## src/rtl/spi_slave_regfile.sv

```systemverilog
// SPI mode-0 slave in front of a small register file.
// One command word (bit MSB = write, low bits = address) then one data word.
// All SPI pins are resynchronised into clk; the host port reads and writes the
// same register file directly.
//
// Handshake: spi_wr_valid is a one-clk pulse with no ready; spi_wr_addr and
// spi_wr_data are stable in that cycle and the register write lands on the same edge.
module spi_slave_regfile #(
  parameter int DATA_WIDTH = 8,
  parameter int ADDR_BITS  = 3
) (
  input  logic                  clk,
  input  logic                  rst,
  input  logic                  sclk,
  input  logic                  cs,
  input  logic                  mosi,
  output logic                  miso,
  input  logic                  host_wr_en,
  input  logic [ADDR_BITS-1:0]  host_addr,
  input  logic [DATA_WIDTH-1:0] host_wr_data,
  output logic [DATA_WIDTH-1:0] host_rd_data,
  output logic                  spi_wr_valid,
  output logic [ADDR_BITS-1:0]  spi_wr_addr,
  output logic [DATA_WIDTH-1:0] spi_wr_data,
  output logic                  busy
);

  localparam int NREGS = 1 << ADDR_BITS;
  localparam int CW    = (DATA_WIDTH > 1) ? $clog2(DATA_WIDTH) : 1;

  typedef enum logic [1:0] {IDLE, CMD, DATA, WAIT} state_t;

  logic sclk_meta_q, sclk_sync_q, sclk_prev_q;
  logic cs_meta_q, cs_sync_q, cs_prev_q;
  logic mosi_meta_q, mosi_sync_q;
  logic [1:0] sync_ready_q;
  logic cs_armed_q, cs_armed_d;

  state_t                state_q, state_d;
  logic [CW-1:0]         cnt_q, cnt_d;
  logic [DATA_WIDTH-1:0] rx_q, rx_d;
  logic [DATA_WIDTH-1:0] tx_q, tx_d;
  logic                  cmd_wr_q, cmd_wr_d;
  logic [ADDR_BITS-1:0]  cmd_addr_q, cmd_addr_d;
  logic                  data_rose_q, data_rose_d;
  logic                  wr_valid_q, wr_valid_d;
  logic [ADDR_BITS-1:0]  wr_addr_q, wr_addr_d;
  logic [DATA_WIDTH-1:0] wr_data_q, wr_data_d;
  logic                  spi_we;

  logic [DATA_WIDTH-1:0] regs_q [NREGS];

  logic sclk_rise, sclk_fall, cs_fall, cs_rise, last_bit;
  logic [DATA_WIDTH-1:0] rx_shift;

  // Two-flop synchronisers plus a previous-value flop for edge detection.
  // sync_ready_q marks when the synchronisers hold real samples after reset.
  always_ff @(posedge clk or posedge rst) begin
    if (rst) begin
      sclk_meta_q  <= 1'b0;
      sclk_sync_q  <= 1'b0;
      sclk_prev_q  <= 1'b0;
      cs_meta_q    <= 1'b1;
      cs_sync_q    <= 1'b1;
      cs_prev_q    <= 1'b1;
      mosi_meta_q  <= 1'b0;
      mosi_sync_q  <= 1'b0;
      sync_ready_q <= 2'b00;
      cs_armed_q   <= 1'b0;
    end else begin
      sclk_meta_q  <= sclk;
      sclk_sync_q  <= sclk_meta_q;
      sclk_prev_q  <= sclk_sync_q;
      cs_meta_q    <= cs;
      cs_sync_q    <= cs_meta_q;
      cs_prev_q    <= cs_sync_q;
      mosi_meta_q  <= mosi;
      mosi_sync_q  <= mosi_meta_q;
      sync_ready_q <= {sync_ready_q[0], 1'b1};
      cs_armed_q   <= cs_armed_d;
    end
  end

  // Edge detection; a cs already low when reset releases never arms a transaction.
  always_comb begin
    sclk_rise  = sclk_sync_q & ~sclk_prev_q;
    sclk_fall  = ~sclk_sync_q & sclk_prev_q;
    cs_rise    = cs_sync_q & ~cs_prev_q;
    cs_fall    = cs_armed_q & cs_prev_q & ~cs_sync_q;
    cs_armed_d = cs_armed_q | (sync_ready_q[1] & cs_sync_q);
    rx_shift   = {rx_q[DATA_WIDTH-2:0], mosi_sync_q};
    last_bit   = (cnt_q == CW'(DATA_WIDTH - 1));
  end

  // Next-state and datapath logic for the command / data sequence.
  always_comb begin
    state_d     = state_q;
    cnt_d       = cnt_q;
    rx_d        = rx_q;
    tx_d        = tx_q;
    cmd_wr_d    = cmd_wr_q;
    cmd_addr_d  = cmd_addr_q;
    data_rose_d = data_rose_q;
    wr_valid_d  = 1'b0;
    wr_addr_d   = wr_addr_q;
    wr_data_d   = wr_data_q;
    spi_we      = 1'b0;
    case (state_q)
      IDLE: begin
        if (cs_fall) begin
          state_d = CMD;
          cnt_d   = '0;
          rx_d    = '0;
        end
      end
      CMD: begin
        if (cs_rise) begin
          state_d = IDLE;
          cnt_d   = '0;
        end else if (sclk_rise) begin
          rx_d = rx_shift;
          if (last_bit) begin
            cmd_wr_d    = rx_shift[DATA_WIDTH-1];
            cmd_addr_d  = rx_shift[ADDR_BITS-1:0];
            // Read port sees the pre-edge contents, so a same-cycle host write is not visible.
            tx_d        = regs_q[rx_shift[ADDR_BITS-1:0]];
            cnt_d       = '0;
            data_rose_d = 1'b0;
            state_d     = DATA;
          end else begin
            cnt_d = cnt_q + CW'(1);
          end
        end
      end
      DATA: begin
        if (cs_rise) begin
          state_d     = IDLE;
          cnt_d       = '0;
          data_rose_d = 1'b0;
        end else if (sclk_rise) begin
          rx_d        = rx_shift;
          data_rose_d = 1'b1;
          if (last_bit) begin
            state_d = WAIT;
            cnt_d   = '0;
            if (cmd_wr_q) begin
              spi_we     = 1'b1;
              wr_valid_d = 1'b1;
              wr_addr_d  = cmd_addr_q;
              wr_data_d  = rx_shift;
            end
          end else begin
            cnt_d = cnt_q + CW'(1);
          end
        end else if (sclk_fall && data_rose_q) begin
          // The fall trailing the last command bit must not consume the first data bit.
          tx_d = {tx_q[DATA_WIDTH-2:0], 1'b0};
        end
      end
      WAIT: begin
        if (cs_rise) state_d = IDLE;
      end
      default: state_d = IDLE;
    endcase
  end

  // Single state register for the transaction FSM and its registered outputs.
  always_ff @(posedge clk or posedge rst) begin
    if (rst) begin
      state_q     <= IDLE;
      cnt_q       <= '0;
      rx_q        <= '0;
      tx_q        <= '0;
      cmd_wr_q    <= 1'b0;
      cmd_addr_q  <= '0;
      data_rose_q <= 1'b0;
      wr_valid_q  <= 1'b0;
      wr_addr_q   <= '0;
      wr_data_q   <= '0;
    end else begin
      state_q     <= state_d;
      cnt_q       <= cnt_d;
      rx_q        <= rx_d;
      tx_q        <= tx_d;
      cmd_wr_q    <= cmd_wr_d;
      cmd_addr_q  <= cmd_addr_d;
      data_rose_q <= data_rose_d;
      wr_valid_q  <= wr_valid_d;
      wr_addr_q   <= wr_addr_d;
      wr_data_q   <= wr_data_d;
    end
  end

  // Register file; the SPI write is ordered last so it wins an address collision.
  always_ff @(posedge clk or posedge rst) begin
    if (rst) begin
      for (int i = 0; i < NREGS; i++) regs_q[i] <= '0;
    end else begin
      if (host_wr_en) regs_q[host_addr] <= host_wr_data;
      if (spi_we) regs_q[cmd_addr_q] <= rx_shift;
    end
  end

  assign host_rd_data = regs_q[host_addr];
  assign miso         = (state_q == DATA) & tx_q[DATA_WIDTH-1];
  assign busy         = (state_q != IDLE);
  assign spi_wr_valid = wr_valid_q;
  assign spi_wr_addr  = wr_addr_q;
  assign spi_wr_data  = wr_data_q;

endmodule

```

## config.mk

```make
export PLATFORM = sky130hd
export DESIGN_NAME = spi_slave_regfile
export DESIGN_NICKNAME = d
export VERILOG_FILES = /design/src/rtl/spi_slave_regfile.sv
export SDC_FILE = /design/constraint.sdc
export NUM_CORES = 1
export LEC_CHECK = 0
export ABC_AREA = 0
export BUFFER_PORTS_ARGS = -buffer_cell sky130_fd_sc_hd__buf_4
export CELL_PAD_IN_SITES_DETAIL_PLACEMENT = 1
export CELL_PAD_IN_SITES_GLOBAL_PLACEMENT = 2
export CORE_MARGIN = 8
export CORE_UTILIZATION = 40
export CTS_BUF_LIST = sky130_fd_sc_hd__clkbuf_16
export DETAILED_ROUTE_END_ITERATION = 8
export PLACE_DENSITY_LB_ADDON = 0.1
export SLEW_MARGIN = 10
export SYNTH_ARGS = -nofsm -noshare
export SYNTH_HDL_FRONTEND = slang
export SYNTH_SLANG_ARGS = --single-unit
```

## constraint.sdc

```tcl
create_clock -name clk -period 4.6 [get_ports clk]
set_clock_uncertainty 0.15 [all_clocks]
set_input_delay 0.46 -clock clk [delete_from_list [all_inputs] [get_ports clk]]
set_output_delay 0.46 -clock clk [all_outputs]
set_load 0.02 [all_outputs]
```

==> results of run 1 <==
registers in the layout, indices dropped and copies added, names as in the netlist, 2 cells and up:
name / count
cmd_addr_q: 3
cnt_q: 3
regs_q: 64
rx_q: 7
spi_wr_addr: 3
spi_wr_data: 8
state_q: 2
sync_ready_q: 2
tx_q: 8
critical path, cell delays in order, from the launching register on:
cell and delay [ns]:
dfrtp_1 0.42, inv_1 0.15, ha_1 0.55, nand3_1 0.74
or4_1 0.86, a21oi_1 0.20
cell families after synthesis:
kind of cell	count (synthesis)	share of synthesized area, %
AOI/OAI and AO/OA	83	8.237
adders and majority gates	9	1.817
buffers and inverters	55	3.836
DFF	112	45.29
muxes	162	30.93
other	1	0.06051
and+or+nand+nor	114	9.833
area by class of cell:
type,instances,area [sq um]
well taps,188,235.2
multi-input cells,369,3178
repair buffers,48,362.8
flip-flops and latches,112,2806
inverters,14,55.05
clock buffers,9,225.2
fillers,1594,8198
clock inverters,7,85.08
final timing paths:
| kind | from | cells after the start | to | slack [ns] |
|---|---|---|---|---|
| hold reg to reg | sync_ready_q[0] | 0 | sync_ready_q[1] | 0.20 |
| setup reg to reg | state_q[0] | 5 | regs_q[60] | 1.45 |
| max in group asynchronous | rst | 4 | regs_q[20] | 2.93 |
| setup / recovery | state_q[0] | 5 | regs_q[60] | 1.45 |
| min in group asynchronous | rst | 3 | regs_q[25] | 0.40 |
| hold / removal | sclk | 1 | sclk_meta_q | 0.05 |
where the power goes:
| part | switching [W] | internal [W] | leakage, nW |
|---|---|---|---|
| sequential | 0.000197 | 0.00117 | 1.34 |
| clock | 0.000412 | 0.000436 | 0.153 |
| combinational | 0.000470 | 0.000423 | 1.63 |
routing by layer:
layer | up-vias | wire [um] | part of all wire, % | GRT usage, %
met1 | 2315 | 8839 | 47 | 26.99
met3 | 16 | 797 | 4.2 | 3.908
met4 | 0 | 417 | 2.2 | 7.183
met2 | 90 | 8913 | 47 | 31.49
li1 | 2002 | - | - | -
met5 | - | 0 | 0 | 0
metrics by stage:
step                setup WS [ns]  cell area, sq um  hold slack [ns]  power [W]
floorplan                   1.036              6197           0.1812   0.001966
global placement            1.581              6628           0.1851   0.002240
detailed placement          1.429              6628           0.1858   0.002275
CTS                         1.416              6948          0.03515   0.003140
global route                1.165              6948          0.03537   0.003281
finish                      1.446              6948          0.04978   0.003109
layout by cell type (no fill, tap or decap), types with 2 or more instances in the layout:
cell       synthesis  final
mux2i_1          109    109
dfstp_2            3      3
nor2b_1            3      3
a21oi_1           38     38
nand4_1            5      5
clkinv_4           0      2
nand2_1           27     27
nand2b_1           7      7
nor4bb_2           0      2
inv_1             14     13
clkbuf_16          0      9
o22ai_1            7      7
nand4b_1           4      4
or3_1              5      5
o21ai_0           18     18
mux2_2            32     32
inv_6              0      3
a22o_1            10     10
nor3_1             2      2
nor2_1            37     37
nand3_1            3      3
mux4_2            20     20
nor2_2             3      3
and3_1             2      2
and2_1             2      2
dfrtp_1          109    109
ha_1               9      9
o221a_2            6      6
buf_4              3     47
nor3b_1            2      2
timing repair:
item,in CTS,in global routing
hold buffers,1,0
hold endpoints to repair,10,0
setup endpoints to repair,0,0
==> impl_metrics.env, run 1 <==
export IMPL_status="finished clean"
export IMPL_cts_buffers_inserted=9
export IMPL_cts_root_buf="clkbuf_16"
export IMPL_cts_resized=0
export IMPL_cts_buffer_depth=2
export IMPL_setup_violations_final=0
export IMPL_wl_per_cell_um=25.39
export IMPL_port_buffer_count=38
export IMPL_die_width_um=140.5
export IMPL_cp_start_kind="flip-flop"
export IMPL_post_synth_cell_area_avg_sq_um=11.56
export IMPL_vias_per_cell=5.921
export IMPL_synth_largest_area_cell="dfrtp_1"
export IMPL_grt_use_total_pct=20.03
export IMPL_grt_overflow_total=0
export IMPL_postRouteAntennaNets=0
export IMPL_syn_instance_count=536
export IMPL_synth_nets=562
export IMPL_rsz0062_at_grt="false"
export IMPL_grt_max_degree=56
export IMPL_ios=39
export IMPL_dieArea_sq_mm=0.01973
export IMPL_drv_slew=0
export IMPL_fp_coreArea_sq_mm=0.01515
export IMPL_cp_required_ns=4.73
export IMPL_syn_area_sq_mm=0.006197
export IMPL_grt_pass1_wl_um=29720
export IMPL_antenna_found_initial=0
export IMPL_routed_wl_um=18970
export IMPL_peakVddDrop_mv=0.1827
export IMPL_rows=45
export IMPL_hold_violations=0
export IMPL_fin_util_pct=45.87
export IMPL_clkTransAtPathRegs_ns=0.08
export IMPL_crit_fanout=23
export IMPL_die_height_um=140.5
export IMPL_yosysSeqAreaShare_pct=45.29
export IMPL_slew_limit_headroom_pct=33.47
export IMPL_initial_core_util_pct=40.92
export IMPL_end_kind="flip-flop"
export IMPL_grt_pass1_vias=4753
export IMPL_cts_setup_buffers=0
export IMPL_place_congestion=0.7842
export IMPL_ys_ff_latch=112
export IMPL_ys_flop_type="dfrtp_1"
export IMPL_max_cap_viol_count=0
export IMPL_synth_top_cells_by_count="dfrtp_1, mux2i_1, a21oi_1, nor2_1, mux2_2"
export IMPL_dp_cells=730
export IMPL_p_per_area_mw_per_mm2=447.5
export IMPL_firstDrtPassIters=4
export IMPL_clock_sinks=112
export IMPL_drive_gt1_share_pct=24.15
export IMPL_period_needed_ns=3.154
export IMPL_yosysUniqueCellTypes=46
export IMPL_synth_edf_count=0
export IMPL_synthArstFlopShare_pct=100.0
export IMPL_areaGrowthSynthToFinish_pct=12.11
export IMPL_fin_crit_sh_pct=68.57
export IMPL_criticalPathCategory="reg2reg"
export IMPL_route_detailed_drc=0
export IMPL_worstPathArrival_ns=3.29
export IMPL_power_leakage_nw=3.127
export IMPL_tns_ns=0
export IMPL_clock_latency_ns=0.36
export IMPL_via_count=4423
export IMPL_htree_levels=3
export IMPL_drtIter0Drc=243
export IMPL_hpwl_um=13040
export IMPL_stdcell_count=747
export IMPL_min_path_type="in2reg"
export IMPL_yosysWarnings=0
export IMPL_n_antenna_cell=0
export IMPL_max_freq_mhz=317.0
export IMPL_tightest_slew_ns=0.9897
export IMPL_synthTopCellsByArea="dfrtp_1, mux2i_1, mux4_2"
export IMPL_cts_tree="yes"
export IMPL_synth_top_area_share_pct=44.01
export IMPL_final_net_count=580
No activity file was read; power rests on OpenSTA's default activity.
==> run 2: changes to the inputs <==
--- a/config.mk
+++ b/config.mk
@@ -5,12 +5,12 @@
 export SDC_FILE = /design/constraint.sdc
 export NUM_CORES = 1
 export LEC_CHECK = 0
-export ABC_AREA = 0
+export ABC_AREA = 1
 export BUFFER_PORTS_ARGS = -buffer_cell sky130_fd_sc_hd__buf_4
 export CELL_PAD_IN_SITES_DETAIL_PLACEMENT = 1
 export CELL_PAD_IN_SITES_GLOBAL_PLACEMENT = 2
 export CORE_MARGIN = 8
-export CORE_UTILIZATION = 40
+export CORE_UTILIZATION = 32
 export CTS_BUF_LIST = sky130_fd_sc_hd__clkbuf_16
 export DETAILED_ROUTE_END_ITERATION = 8
 export PLACE_DENSITY_LB_ADDON = 0.1
==> constraint.sdc (replaced) <==
create_clock -name clk -period 2.8 [get_ports clk]
set_clock_uncertainty 0.15 [all_clocks]
set_input_delay 0.28 -clock clk [delete_from_list [all_inputs] [get_ports clk]]
set_output_delay 0.28 -clock clk [all_outputs]
set_load 0.02 [all_outputs]
==> run 2 against run 1 <==
Effect of this change: worst setup slack got worse by 1.2 ns; combinational power is 100% higher; count of clock-buffer cells in the layout stayed put; sequential share of layout area shrank 2.4 points; critical path depth unchanged.
==> impl_metrics.env, run 2 <==
export IMPL_fillers=2539
export IMPL_grt_max_degree=113
export IMPL_end_kind="output pin"
export IMPL_peakVddDrop_mv=0.3048
export IMPL_critPathMaxStageDelay_ns=0.67
export IMPL_ys_ff_latch=112
export IMPL_drv_slew=0
export IMPL_die_width_um=159.2
export IMPL_max_cap_viol_count=0
export IMPL_synth_top_cells_by_count="nand2_1, dfrtp_1, o21ai_1, o21ai_0, inv_1"
export IMPL_wl_per_cell_um=20.28
export IMPL_port_buffer_count=38
export IMPL_hpwl_um=17200
export IMPL_yosysMostFrequentCell="nand2_1"
export IMPL_vias_per_cell=5.102
export IMPL_routed_wl_um=24540
export IMPL_worstPathArrival_ns=2.14
export IMPL_yosysSeqAreaShare_pct=42.75
export IMPL_drtIter0Drc=351
export IMPL_crit_buf_inv=3
export IMPL_place_congestion=0.8230
export IMPL_slew_limit_headroom_pct=36.46
export IMPL_final_net_count=961
export IMPL_cp_top_family="buffers and inverters"
export IMPL_via_count=6173
export IMPL_synthArstFlopShare_pct=100.0
export IMPL_p_per_area_mw_per_mm2=714.1
export IMPL_antenna_found_initial=0
export IMPL_dieArea_sq_mm=0.02536
export IMPL_cts_hold_buf=4
export IMPL_cts_setup_buffers=0
export IMPL_fin_util_pct=36.59
export IMPL_grt_overflow_total=0
export IMPL_synth_nets=946
export IMPL_route_detailed_drc=0
export IMPL_areaGrowthSynthToFinish_pct=12.43
export IMPL_rsz0062_at_grt="false"
export IMPL_hold_violations=0
export IMPL_cts_buffer_depth=2
export IMPL_largest_register="regs_q"
export IMPL_multiInputGateArea_sq_mm=0.003218
export IMPL_htree_levels=3
export IMPL_synth_largest_area_cell="dfrtp_1"
export IMPL_synth_top_area_share_pct=41.55
export IMPL_fin_crit_sh_pct=91.61
export IMPL_post_synth_cell_area_avg_sq_um=7.136
export IMPL_criticalPathCategory="in2out"
export IMPL_grt_pass1_wl_um=38870
export IMPL_crit_fanout=23
export IMPL_synthTopCellsByArea="dfrtp_1, nand2_1, o21ai_1"
export IMPL_status="finished clean"
export IMPL_period_needed_ns=2.565
export IMPL_n_antenna_cell=0
export IMPL_stdcell_count=1210
export IMPL_clock_latency_ns=0.37
export IMPL_rows=52
export IMPL_max_freq_mhz=389.8
export IMPL_path_cells="buf_4 > inv_1 > o21ai_0 > o2111ai_1 > buf_4"
export IMPL_tns_ns=0
export IMPL_final_cell_mix="nand2_1, dfrtp_1, o21ai_1, o21ai_0, inv_1"
export IMPL_yosysUniqueCellTypes=30
export IMPL_largest_reg_flops=64
export IMPL_fp_coreArea_sq_mm=0.02017
export IMPL_cts_tree="yes"
export IMPL_min_path_type="in2reg"
export IMPL_dp_cells=1190
export IMPL_clkTransAtPathRegs_ns=0.08
export IMPL_tightest_slew_ns=0.9521
export IMPL_yosysWarnings=0
export IMPL_timing_hold_ws_ns=0.08528
export IMPL_initial_core_util_pct=32.55
export IMPL_die_height_um=159.2
export IMPL_grt_use_total_pct=19.69
export IMPL_power_leakage_nw=3.589
export IMPL_final_common_cell="nand2_1"
export IMPL_cpMostUsedCell="buf_4"
export IMPL_postRouteAntennaNets=0
export IMPL_cts_root_buf="clkbuf_16"
export IMPL_syn_instance_count=920
export IMPL_cp_required_ns=2.37
export IMPL_dp_slack_ns=0.2885
export IMPL_cts_buffers_inserted=9
export IMPL_worst_slack_ns=0.2348
export IMPL_ios=39
export IMPL_synth_edf_count=0
export IMPL_firstDrtPassIters=5
export IMPL_cts_resized=0
export IMPL_ys_flop_type="dfrtp_1"
export IMPL_syn_area_sq_mm=0.006565
export IMPL_grt_pass1_vias=6351
export IMPL_regArea_sq_mm=0.002806
export IMPL_crit_slowest_cell="o21ai_0"
export IMPL_cp_start_kind="primary input"
export IMPL_drive_gt1_share_pct=11.38
export IMPL_clock_sinks=112
export IMPL_setup_violations_final=0
==> run 2: cell count changes after synthesis, moves of 10 or more <==
cell and change:
a21oi_1 -27, a22o_1 -10, inv_1 +55, inv_2 +10
mux2_2 -32, mux2i_1 -109, mux4_2 -20, nand2_1 +302
nand3_1 +53, nor2_4 +10, o211ai_1 +15, o21ai_0 +53
o21ai_1 +100
==> run 2: routing by layer <==
layer	part of all wire, %	wire [um]	GRT usage [%]	vias to the layer above
li1	-	-	-	3001
met1	51	12540	28.19	3036
met2	44	10910	30.46	112
met3	3.3	817	3.128	24
met4	1.1	271	4.631	0
met5	0	0	0	-
==> run 2: logic make-up after synthesis <==
logic type	Yosys count	share of synthesized area (%)
adder cells (fa/ha/maj)	9	1.715
flip-flops	112	42.75
other	1	0.05712
buffers and inverters	129	8.233
AO/OA/AOI/OAI	213	17.57
AND/OR/NAND/NOR	456	29.67
==> run 2: worst paths after layout <==
path | depth (start not counted) | slack (ns) | end | start
min in group asynchronous | 4 | 0.48 | regs_q[51] | rst
worst min register to register | 0 | 0.20 | sync_ready_q[1] | sync_ready_q[0]
worst max-delay path | 5 | 0.23 | host_rd_data[4] | host_addr[0]
max in group asynchronous | 4 | 1.50 | data_rose_q | rst
worst min-delay path | 5 | 0.09 | regs_q[0] | host_wr_data[0]
worst max register to register | 10 | 0.48 | regs_q[61] | state_q[0]
==> run 2: stage by stage <==
stage          power, W  area, sq um
6_report       0.005271         7381
5_1_grt        0.005638         7381
4_1_cts        0.005339         7381
3_5_place_dp   0.004006         7063
3_3_place_gp   0.003955         7063
2_1_floorplan  0.003340         6569
==> run 2: worst reg2reg max path: stages, from the launching register on <==
cell     delay, ns
dfrtp_1       0.43
inv_1         0.14
ha_1          0.20
inv_2         0.12
nor2_2        0.17
inv_2         0.08
nor2_8        0.12
nand2_4       0.23
nor2_2        0.43
nand2_1       0.11
nand2_1       0.09
==> run 2: power by group <==
| part | switching (W) | leakage [nW] | internal (W) | total, W |
|---|---|---|---|---|
| clock network | 0.000674 | 0.143 | 0.000618 | 0.00129 |
| logic | 0.00123 | 2.05 | 0.000563 | 0.00179 |
| registers | 0.000271 | 1.40 | 0.00192 | 0.00219 |
==> run 2: final cells by class <==
type / count / share of cell area (%)
Timing Repair Buffer: 54 / 5.967
Clock buffer: 9 / 3.051
Clock inverter: 7 / 0.7120
Multi-Input combinational cell: 679 / 43.60
Sequential cell: 112 / 38.02
Tap cell: 270 / 4.577
Inverter: 79 / 4.068
